[config.mk]
export PLATFORM = sky130hd
export DESIGN_NAME = reg_file_sb
export DESIGN_NICKNAME = d
export VERILOG_FILES = /design/src/rtl/reg_file_sb.sv
export SDC_FILE = /design/constraint.sdc
export NUM_CORES = 1
export LEC_CHECK = 0
export ABC_CLOCK_PERIOD_IN_PS = 4000
export BUFFER_PORTS_ARGS = -buffer_cell sky130_fd_sc_hd__buf_4
export CORE_MARGIN = 5
export CORE_UTILIZATION = 37
export DETAILED_ROUTE_END_ITERATION = 16
export HOLD_SLACK_MARGIN = 0.15
export PLACE_DENSITY_LB_ADDON = 0.12
export RECOVER_POWER = 25
export SYNTH_ARGS = -nofsm -noshare
export SYNTH_HDL_FRONTEND = slang
export SYNTH_SLANG_ARGS = --single-unit
[constraint.sdc]
create_clock -name CLK -period 4 [get_ports CLK]
set_input_delay 0.4 -clock CLK [delete_from_list [all_inputs] [get_ports CLK]]
set_output_delay 0.4 -clock CLK [all_outputs]
set_load 0.02 [all_outputs]
[src/rtl/reg_file_sb.sv]
// reg_file_sb: 2**D x W register file with two forwarded combinational read
// ports, ALU / immediate / load-return write ports, and a busy scoreboard
// that raises a stall request on RAW/WAW hazards against outstanding loads.
module reg_file_sb #(
    parameter int W        = 8,
    parameter int D        = 4,
    parameter int RIM_ADDR = 8
) (
    input  logic         CLK,
    input  logic         RST_N,
    input  logic [D-1:0] raddrA,
    input  logic [D-1:0] raddrB,
    input  logic         rdA_en,
    input  logic         rdB_en,
    output logic [W-1:0] data_outA,
    output logic [W-1:0] data_outB,
    input  logic         write_en,
    input  logic [D-1:0] waddr,
    input  logic [W-1:0] data_in,
    input  logic         write_imm,
    input  logic [W-1:0] imm_in,
    input  logic         ld_issue,
    input  logic [D-1:0] ld_iaddr,
    input  logic         ld_done,
    input  logic [D-1:0] ld_daddr,
    input  logic [W-1:0] ld_data,
    output logic         hazard,
    output logic [D:0]   busy_count,
    output logic         sb_err
);

    localparam int N = 1 << D;
    localparam logic [D-1:0] RIM = D'(RIM_ADDR);

    logic [W-1:0] regs [N];
    logic [N-1:0] busy;
    logic [N-1:0] busy_nxt;
    logic [D:0]   cnt_q;
    logic [D:0]   cnt_nxt;
    logic         sb_err_q;
    logic         wr_imm;
    logic         wr_ld;
    logic         wr_alu;
    logic         ld_set;

    // Qualified write strobes; register 0 is excluded from every port
    // (RIM is guaranteed nonzero, so the immediate port never hits it).
    assign wr_imm = write_en && write_imm;
    assign wr_ld  = ld_done && (ld_daddr != '0);
    assign wr_alu = write_en && (waddr != '0);
    assign ld_set = ld_issue && (ld_iaddr != '0);

    // Value seen at address a this cycle: winning write data (IMM > LD > ALU)
    // if a write targets a, otherwise the stored value.
    function automatic logic [W-1:0] fwd(
        input logic [D-1:0] a,
        input logic [W-1:0] stored,
        input logic         imm_v,
        input logic [W-1:0] imm_d,
        input logic         ld_v,
        input logic [D-1:0] ld_a,
        input logic [W-1:0] ld_d,
        input logic         alu_v,
        input logic [D-1:0] alu_a,
        input logic [W-1:0] alu_d
    );
        if (imm_v && a == RIM)       return imm_d;
        else if (ld_v && a == ld_a)  return ld_d;
        else if (alu_v && a == alu_a) return alu_d;
        else                          return stored;
    endfunction

    // A load returning this cycle releases its destination immediately.
    function automatic logic eff_busy(
        input logic [D-1:0] a,
        input logic [N-1:0] b,
        input logic         done,
        input logic [D-1:0] done_a
    );
        return b[a] && !(done && done_a == a);
    endfunction

    // Forwarded read ports; port A forces zero explicitly, port B relies on
    // register 0 never being written.
    assign data_outA = (raddrA == '0) ? '0 :
                       fwd(raddrA, regs[raddrA], wr_imm, imm_in, wr_ld, ld_daddr,
                           ld_data, wr_alu, waddr, data_in);
    assign data_outB = fwd(raddrB, regs[raddrB], wr_imm, imm_in, wr_ld, ld_daddr,
                           ld_data, wr_alu, waddr, data_in);

    // Stall request: reads, ALU destination and immediate destination
    // checked against the effective busy state.
    assign hazard = (rdA_en && eff_busy(raddrA, busy, ld_done, ld_daddr)) ||
                    (rdB_en && eff_busy(raddrB, busy, ld_done, ld_daddr)) ||
                    (write_en && eff_busy(waddr, busy, ld_done, ld_daddr)) ||
                    (wr_imm && eff_busy(RIM, busy, ld_done, ld_daddr));

    assign busy_count = cnt_q;
    assign sb_err     = sb_err_q;

    // Next busy vector: return clears, issue sets afterwards so set wins.
    always_comb begin
        busy_nxt = busy;
        if (wr_ld)  busy_nxt[ld_daddr] = 1'b0;
        if (ld_set) busy_nxt[ld_iaddr] = 1'b1;
        busy_nxt[0] = 1'b0;
        cnt_nxt = '0;
        for (int i = 0; i < N; i++) begin
            cnt_nxt = cnt_nxt + (D+1)'(busy_nxt[i]);
        end
    end

    // Scoreboard state, registered population count and sticky error.
    always_ff @(posedge CLK or negedge RST_N) begin
        if (!RST_N) begin
            busy     <= '0;
            cnt_q    <= '0;
            sb_err_q <= 1'b0;
        end else begin
            busy  <= busy_nxt;
            cnt_q <= cnt_nxt;
            if (wr_ld && !busy[ld_daddr]) sb_err_q <= 1'b1;
        end
    end

    // Register array update with IMM > LD > ALU priority per entry.
    always_ff @(posedge CLK or negedge RST_N) begin
        if (!RST_N) begin
            for (int i = 0; i < N; i++) regs[i] <= '0;
        end else begin
            for (int i = 1; i < N; i++) begin
                if (wr_imm && RIM == D'(i))          regs[i] <= imm_in;
                else if (wr_ld && ld_daddr == D'(i)) regs[i] <= ld_data;
                else if (wr_alu && waddr == D'(i))   regs[i] <= data_in;
            end
        end
    end

endmodule

==> results.ini <==
[final_layout]
final_layout_size_suffix_gt1_frac = 0.243
layout_commonest_cell = dfrtp_1
postLayoutCoreUtil = 0.432
area_growth_pct = 14.7
n_fill_cell = 2583
final_cell_mix = dfrtp_1, mux2i_1, buf_4, nor2_1, a21oi_1
fin_cells = 1381
nNetsFinal = 1092
design_area_um2 = 11700

[critical_path]
crit_required_ns = 4.37
rrSetupSlack_ns = 0.27
worst_setup_path_start_kind = primary input
worstRegToRegCells = 13
r2r_start = busy[1]
worst-setup-path-type = in -> reg
arrival_ns = 4.19
cp-end-kind = flop
worst-path-max-fanout = 5
timing.rr.end = busy_count[1]

[global_route]
grt_usage = 0.230
grt-ovfl-total = 0
grt_pass1_wl_mm = 54.2
antenna_found_initial = 1
grt_pass1_vias = 8172
grt_max_degree = 81

[synthesis]
yosysWarnings = 8
ys_ff_latch = 140
synthCells = 991
ys_seq_area_frac = 0.344
synthFlopType = dfrtp_1
synthArstFlopShare = 1.00
synth_nets = 1055
syn_area_um2 = 10200
synth_edf_count = 0
syn_area_per_cell_um2 = 10.3
synth.distinct_cells = 65

[routing]
highest_layer = met4
viasPerCell = 5.90
dr_wl_met2_mm = 16.3
drc_errors = 0
dr.first_iter.drc_count = 829
drtPass1Iterations = 5
drt-met1-wl_mm = 16.4
ant_nets = 0
num_vias = 8149
wl_per_cell_um = 25.4
drt_wl_total_mm = 35.1
wl_met3_mm = 2.01

[timing]
setup_viol = 0
hold_violations = 0
slew_violations = 80
fmax_ghz = 0.262
fin_hold_ws_ns = 0.319
slew_headroom = -0.461
fin_crit_ns = 3.81
period_share = 0.953
worst_slew_pin_slew_ns = 2.19
rsz0062_at_grt = no
final.setup_skew_ns = 0.0130

[place]
gp_congestion = 0.885
post_dp_cell_area_um2 = 11100
hpwl_mm = 24.8
port_buffers = 73
place_inst = 1349

[floorplan]
dieArea_um2 = 30900
fp.dieH_um = 176
die_x_um = 176
design.core.area_um2 = 27000
fp-row-count = 60
pin_count = 75
initial_utilization = 0.377

[clock_network]
cts_sinks = 140
clk_pin_slew_worst_paths_ns = 0.07
post_cts_buffers = 0
cts_tree = done
clk_path_buf_depth = 2
cts_buffers = 17
htree_levels = 4
root_buffer = clkbuf_16
clock_latency_ns = 0.43

[min_path]
hold_class = in -> reg
hp-start = ld_iaddr[1]
whs_endpoint = busy[7]
min_path_cells = 2

[power_and_ir_drop]
p_sw_frac = 0.346
net-switching-power_w = 0.00209
pwr-share-comb = 0.367
p_leak_nw = 4.92
ir_drop_mv = 0.296
seqPwrFrac = 0.347
powerDensity_nw_per_um2 = 519
total_power_w = 0.00605
internal-power_w = 0.00396
pwr-share-clk = 0.286

[status]
violations = max-capacitance violations, max-slew violations
outcome = complete, but fails checks

[job]
drv_cap = 1

-- layout make-up --
| class | instances | area, µm² | share of cell area |
|---|---|---|---|
| Tap cell | 341 | 427 | 0.0366 |
| Clock buffer | 17 | 425 | 0.0364 |
| Multi-Input combinational cell | 723 | 6120 | 0.524 |
| Antenna cell | 1 | 2.50 | 0.000214 |
| Sequential cell | 140 | 3500 | 0.300 |
| Clock inverter | 13 | 193 | 0.0165 |
| Timing Repair Buffer | 121 | 906 | 0.0776 |
| Inverter | 25 | 93.8 | 0.00804 |
-- how the worst max path moves through the flow --
| stage | from | to |
|---|---|---|
| 2_1_floorplan | ld_daddr[1] | busy_count[1] |
| 3_3_place_gp | ld_daddr[0] | busy_count[1] |
| 3_5_place_dp | ld_daddr[0] | busy_count[2] |
| 4_1_cts | ld_daddr[0] | busy_count[1] |
| 5_1_grt | ld_daddr[0] | busy_count[1] |
| 6_report | ld_daddr[0] | busy_count[1] |
-- per-stage QoR --
step / worst slack [ns] / setup TNS [ns]
after global placement: -0.273 / -0.703
after CTS: 0.134 / 0
final: 0.187 / 0
after detailed placement: -0.299 / -0.796
after global routing: 0.0414 / 0
after floorplan: -0.0325 / -0.0598
-- sequential cells by signal (all words and copies together), names as in the netlist --
signal,flops
busy,15
busy_count,4
regs,120
sb_err,1
-- timing repair --
action,in CTS,in global routing
endpoints found under the setup margin,0,2
resized for setup,0,1
hold endpoints to repair,79,0
hold buffers,1,0
-- layer usage --
layer  track usage  up-vias
li1              -     3711
met1         0.333     4154
met2         0.357      256
met3        0.0476       28
met4        0.0513        0
met5             0        -
-- synthesized netlist by cell type (all sizes together) (2+ instances only) --
| library cell | count | share of area |
|---|---|---|
| and2 | 4 | 0.0025 |
| nor2 | 117 | 0.045 |
| a32o | 5 | 0.0049 |
| a211oi | 9 | 0.0066 |
| o211ai | 8 | 0.0059 |
| fa | 10 | 0.020 |
| buf | 42 | 0.026 |
| xnor2 | 15 | 0.013 |
| nor2b | 5 | 0.0031 |
| and3b | 2 | 0.0017 |
| nor3 | 10 | 0.0054 |
| a31oi | 8 | 0.0049 |
| a221oi | 8 | 0.0069 |
| nand2b | 5 | 0.0031 |
| or2 | 2 | 0.0012 |
| or3 | 4 | 0.0025 |
| ha | 2 | 0.0025 |
| o21ai | 40 | 0.020 |
| xor2 | 5 | 0.0043 |
| nand2 | 81 | 0.030 |
| mux4 | 71 | 0.16 |
| inv | 25 | 0.0092 |
| mux2 | 18 | 0.020 |
| dfrtp | 140 | 0.34 |
| a22o | 18 | 0.015 |
| nor4 | 4 | 0.0037 |
| a22oi | 5 | 0.0037 |
| a21o | 10 | 0.0074 |
| a21oi | 77 | 0.038 |
| nand4 | 3 | 0.0018 |
| a221o | 8 | 0.0079 |
| nor3b | 3 | 0.0022 |
| nand3 | 15 | 0.0074 |
| mux2i | 124 | 0.12 |
| clkbuf | 59 | 0.023 |
| o22ai | 6 | 0.0037 |
| nand3b | 3 | 0.0022 |
| and3 | 4 | 0.0025 |
-- critical path: stages --
cell	delay, ns
buf_4	0.12
buf_4	0.14
nand2_1	0.07
nor2_1	0.17
nand2_1	0.09
a22o_1	0.21
inv_1	0.08
fa_1	0.43
fa_1	0.52
inv_1	0.06
fa_1	0.49
inv_1	0.05
fa_1	0.47
inv_1	0.05
fa_2	0.34
inv_2	0.07
fa_1	0.37
inv_1	0.06
-- cell families after synthesis --
logic type,count (synthesis),synth area share
other,1,0.000368
AOI/OAI and AO/OA,211,0.134
muxes,213,0.304
and+or+nand+nor,266,0.118
xor gates and xnor gates,20,0.0172
DFF,140,0.344
adders and majority gates,12,0.0221
buffers and inverters,128,0.0602
-- power by group through the flow --
stage / sequential, W / clock [W] / combinational [W]
after floorplan: 0.00202 / 0 / 0.00159
after global placement: 0.00210 / 0 / 0.00220
after detailed placement: 0.00211 / 0 / 0.00223
after CTS: 0.00209 / 0.00177 / 0.00224
after global routing: 0.00214 / 0.00181 / 0.00248
final: 0.00210 / 0.00173 / 0.00222
Note: power is estimated with default switching activity, not from simulation.
